===== config.mk =====
export PLATFORM = sky130hd
export DESIGN_NAME = floating_subtract_seq
export DESIGN_NICKNAME = d
export VERILOG_FILES = /design/src/rtl/floating_subtract_seq.sv
export SDC_FILE = /design/constraint.sdc
export NUM_CORES = 1
export LEC_CHECK = 0
export BUFFER_PORTS_ARGS = -buffer_cell sky130_fd_sc_hd__buf_2
export CORE_ASPECT_RATIO = 1.4
export CORE_UTILIZATION = 50
export DETAILED_ROUTE_END_ITERATION = 8
export PLACE_DENSITY = 0.76
export SLEW_MARGIN = 30
export SYNTH_ARGS = -nofsm -noshare
export SYNTH_HDL_FRONTEND = slang
export SYNTH_SLANG_ARGS = --single-unit

===== constraint.sdc =====
create_clock -name clk -period 7.9 [get_ports clk]
set_clock_uncertainty 0.2 [all_clocks]
set_input_delay 0.395 -clock clk [delete_from_list [all_inputs] [get_ports clk]]
set_output_delay 0.395 -clock clk [all_outputs]
set_load 0.01 [all_outputs]

===== src/rtl/floating_subtract_seq.sv =====
// Multi-cycle single-precision subtractor (A - B) with one-bit-per-clock alignment
// and normalization, valid/ready handshakes on both sides, truncating rounding.
module floating_subtract_seq #(
   parameter int unsigned WIDTH     = 32,
   parameter int unsigned MAX_ALIGN = 24
) (
   input  logic             clk,
   input  logic             rst_n,
   input  logic             in_valid,
   output logic             in_ready,
   input  logic [WIDTH-1:0] A,
   input  logic [WIDTH-1:0] B,
   output logic             out_valid,
   input  logic             out_ready,
   output logic [WIDTH-1:0] result,
   output logic             overflow,
   output logic             underflow,
   output logic             busy
);

   localparam int unsigned MW = 24;
   localparam int unsigned EW = 10;
   localparam int unsigned FW = 23;

   typedef enum logic [2:0] {IDLE, ALIGN, ADD, NORM, DONE} state_t;

   state_t               state;
   logic                 sign_l;
   logic                 sign_s;
   logic signed [EW-1:0] exp_q;
   logic [7:0]           diff;
   logic [MW-1:0]        ml;
   logic [MW-1:0]        ms;
   logic [MW-1:0]        m;
   logic                 carry;

   // Operand ordering: B is sign-flipped so the datapath only ever adds magnitudes.
   logic [WIDTH-1:0] b_neg_c;
   logic             a_larger_c;
   logic [WIDTH-1:0] lg_c;
   logic [WIDTH-1:0] sm_c;

   assign b_neg_c    = {~B[WIDTH-1], B[WIDTH-2:0]};
   assign a_larger_c = (A[30:23] > b_neg_c[30:23]) ||
                       ((A[30:23] == b_neg_c[30:23]) && (A[22:0] >= b_neg_c[22:0]));
   assign lg_c       = a_larger_c ? A : b_neg_c;
   assign sm_c       = a_larger_c ? b_neg_c : A;

   always_ff @(posedge clk or negedge rst_n) begin
      if (!rst_n) begin
         state     <= IDLE;
         sign_l    <= 1'b0;
         sign_s    <= 1'b0;
         exp_q     <= '0;
         diff      <= '0;
         ml        <= '0;
         ms        <= '0;
         m         <= '0;
         carry     <= 1'b0;
         result    <= '0;
         out_valid <= 1'b0;
         overflow  <= 1'b0;
         underflow <= 1'b0;
         busy      <= 1'b0;
         in_ready  <= 1'b1;
      end else begin
         case (state)
            IDLE: begin
               if (in_valid) begin
                  sign_l    <= lg_c[WIDTH-1];
                  sign_s    <= sm_c[WIDTH-1];
                  exp_q     <= EW'({2'b00, lg_c[30:23]});
                  diff      <= 8'(lg_c[30:23] - sm_c[30:23]);
                  ml        <= {1'b1, lg_c[FW-1:0]};
                  ms        <= {1'b1, sm_c[FW-1:0]};
                  overflow  <= 1'b0;
                  underflow <= 1'b0;
                  in_ready  <= 1'b0;
                  busy      <= 1'b1;
                  state     <= ALIGN;
               end
            end
            ALIGN: begin
               if (diff == 8'd0) begin
                  state <= ADD;
               end else if (diff >= 8'(MAX_ALIGN)) begin
                  ms   <= '0;
                  diff <= 8'd0;
               end else begin
                  ms   <= ms >> 1;
                  diff <= diff - 8'd1;
               end
            end
            ADD: begin
               if (sign_l == sign_s) begin
                  {carry, m} <= {1'b0, ml} + {1'b0, ms};
               end else begin
                  carry <= 1'b0;
                  m     <= ml - ms;
               end
               state <= NORM;
            end
            NORM: begin
               if (carry) begin
                  m     <= {1'b1, m[MW-1:1]};
                  exp_q <= exp_q + 10'sd1;
                  carry <= 1'b0;
               end else if (m == '0) begin
                  result    <= '0;
                  out_valid <= 1'b1;
                  state     <= DONE;
               end else if (m[MW-1]) begin
                  if (exp_q >= 10'sd255) begin
                     result   <= {sign_l, 8'hFF, 23'h0};
                     overflow <= 1'b1;
                  end else begin
                     result <= {sign_l, exp_q[7:0], m[FW-1:0]};
                  end
                  out_valid <= 1'b1;
                  state     <= DONE;
               end else if (exp_q <= 10'sd1) begin
                  // One more shift would push the exponent below the normal range.
                  result    <= '0;
                  underflow <= 1'b1;
                  out_valid <= 1'b1;
                  state     <= DONE;
               end else begin
                  m     <= m << 1;
                  exp_q <= exp_q - 10'sd1;
               end
            end
            DONE: begin
               if (out_ready) begin
                  out_valid <= 1'b0;
                  in_ready  <= 1'b1;
                  busy      <= 1'b0;
                  state     <= IDLE;
               end
            end
            default: state <= IDLE;
         endcase
      end
   end

endmodule


==> results.txt <==
Clock sink count: 133
Met2 WL: 12600 um
Worst Hold Launch: out_ready
Yosys Warn Count: 0
Post-synthesis sequential element count: 133
Clock Tree Root: clkbuf_16
Max VDD drop: 0.211 mV
Gpl congestion: 0.960
Initial DRC Count: 858
Crit path time final: 3940 ps
DR vias: 9494
Sw Ratio: 0.476
Worst r2r path cells: 12
Critical path depth: 16
Multi-input gate area: 6070 um2
Maxcap violations: 0
Die Area: 20600 um2
Die H: 169 um
Num ports: 105
First-pass iteration count of the detailed router: 6
Post-route setup TNS: 0 ps
P_sw: 0.00243 W
Setup CP Type: input pin to flop
Power Total: 0.00512 W
CP max stage delay: 650 ps
Final count of negative-setup-slack endpoints: 0
Most used DFF post-synth: dfrtp_1
Min-Delay Path Class: input pin to flop
Startpoint Class: input pin
# H-tree levels: 4
First-pass GRT wire length: 43500 um
P_int: 0.00268 W
Clk Latency, worst-skew pair: 420 ps
Critical Path Start: B[10]
Synthesized area: 10000 um2
Req. time, crit path: 7980 ps
FF/Latch Area: 3330 um2
Filler Cell Count: 1776
Number of synthesized flops with an enable pin: 0
Most common cell after layout, fill and taps aside: a21oi_1
Adder-cell share of the synthesized area: 0.109
Design area: 11300 um2
CTS tree: built
Slowest cell on crit path: a2111oi_4
Final nets: 1485
Logic pwr share: 0.574
Top Metal Used: met4
Vias in the first global route: 8879
Crit path to: diff[6]
DR WL/cell: 16.3 um
Post-synthesis xor/xnor area fraction: 0.0228
Pwr per Cell Area: 454 nW/um2
Setup Buffers After CTS: 0
Met1 wire length: 11700 um
Register area share after synthesis: 0.333
Least-Margin Pin Slew: 964 ps
Setup WS pre-CTS: 3560 ps
Mapped Nets: 1422
Commonest cells after routing, fill and taps aside: 171 x a21oi_1, 161 x nand2_1, 132 x dfrtp_1
Largest net degree at the start of global routing: 83
Synth Area in Simple Gates: 0.177
Worst reg2reg setup slack: 4360 ps
Row count: 60
GR Overflow Total: 0
Crit-path max FO: 82
Syn Inst Count: 1268
P_leak: 5.28 nW
Mux contribution to synthesized area: 0.00913
Initial antenna violation count: 0
Final worst path period share: 0.499
CP arrival: 4020 ps
GR Util All Layers: 0.263
CP Capture Type: flop
DRT antenna net count: 0
Vias per Instance: 5.96
CTS buffer count: 17
Unique masters post-synth: 72
CTS clk-pin slew, worst paths: 60 ps
Reg power frac: 0.270
Final WL: 26000 um
Compound-Gate Fraction of Synth Area: 0.286
Post-DP HPWL: 19200 um
Top Family by Delay on Critical Path: compound AO/OA/AOI/OAI gates
RR Endpoint: carry
Setup ws final: 3960 ps
Final Hold Viols: 0
Final design utilization: 0.580
Share of cells above drive strength 1: 0.125
RSZ-0062 raised after global routing: false
Final-report max-slew violation count: 0
PortBufs: 104
Clk pwr share: 0.156
DRC Markers: 0
Crit path buf inv count: 4
Post-DP Area: 10700 um2
Starting Density: 0.515
Ant diodes: 0
Syn avg cell area: 7.89 um2
Max clock buf depth: 2
Status: finished clean
FF-to-FF Start: ms[2]
Die width: 122 um
Crit-path cells: buf_2 > inv_1 > ha_1 > nand4_1 > nand2b_1 > a2111oi_4 > o31a_2 > buf_4 > mux2i_1 > ha_1 > inv_1 > o221ai_2 > a221oi_2 > o21ai_1 > xnor2_1 > o21ai_0
Max Fclk: 254 MHz
Slew HR: 0.355
Core Region: 19400 um2
Met3 routed WL: 1200 um
Largest family of logic cells by synthesized area: compound AO/OA/AOI/OAI gates
Asr flop ratio synth: 1.00
Area grow syn2layout: 12.6%
-- worst reg2reg max path, cell delays in order, from the launching register on --
cell       delay (ps)
dfrtp_1           400
inv_1              60
ha_1              410
o21bai_1          130
a21oi_1           260
o211ai_1          170
a2111oi_0         550
nor2_1            210
a311oi_2          360
o21ai_0           140
a21oi_1           150
o21bai_1           80
a221o_1           290
-- state kept, by name, summed over array words and instances (netlist names) --
register and flops:
exp_q 10, underflow 1, m 24, ml 24
sign_s 1, busy 1, ms 24, carry 1
diff 8, out_valid 1, result 32, sign_l 1
in_ready 1, state 3, overflow 1
-- cells by family (layout without fill, tap and decap cells) --
family	count (synthesis)	after routing
buffers and inverters	165	241
AO/OA/AOI/OAI	454	454
multiplexers	9	9
XOR/XNOR	26	26
adder cells (fa/ha/maj)	86	86
flip-flops	133	133
AND/OR/NAND/NOR	395	395
-- stage by stage --
stage	hold WS, ps	instances
floorplan	-101	1268
global placement	250	1559
CTS	0.451	1592
finish	12.4	1592
detailed placement	253	1559
global route	10.6	1592
-- worst min path at each step --
stage	end	slack, ps	cells past startpoint
after global routing	out_valid	10	2
final	out_valid	10	2
after CTS	out_valid	0.5	2
after floorplan	busy	-100	0
after detailed placement	result[31]	250	2
after global placement	result[31]	250	2
-- cell type report --
cell class	instances	area share
clock inverter	15	0.0149
tap	248	0.0275
clock buffer	17	0.0377
inverter	92	0.0306
timing repair buffer	117	0.0556
sequential	133	0.295
multi-input combinational	970	0.538
-- power groups by stage --
stage,Clock [W],Combinational [W],Sequential [W]
floorplan,0,0.00223,0.00128
global route,0.000842,0.00328,0.00143
detailed placement,0,0.00288,0.00139
global placement,0,0.00283,0.00137
finish,0.000801,0.00294,0.00138
CTS,0.000809,0.00291,0.00138
-- synthesized netlist by cell type (11+ instances only) --
library cell	count	area [um2]
xnor2_1	21	184
o21bai_1	11	82.6
nor2b_1	11	68.8
a21oi_1	171	856
inv_1	91	342
clkbuf_1	57	214
nand2b_1	15	93.8
dfrtp_1	132	3300
nor4_1	14	87.6
ha_1	84	1050
o211ai_1	12	90.1
o21ai_0	100	500
nand2_1	162	608
a31oi_1	14	87.6
a222oi_1	17	170
nor3_1	22	110
o21ai_1	13	65.1
a22o_1	24	210
o22ai_1	12	75.1
nor2_1	112	420
nand3_1	13	65.1
-- per-layer routing --
metal / vias up / GRT usage
met1: 4482 / 0.355
met2: 285 / 0.431
met4: 0 / 0.0929
met3: 42 / 0.0339
li1: 4685 / -
met5: - / 0
-- timing repair --
item	CTS	global route
hold buffers	1	0
setup endpoints to repair	0	0
gates resized for setup	0	0
hold endpoints to repair	73	0
Note: power is estimated with default switching activity, not from simulation.
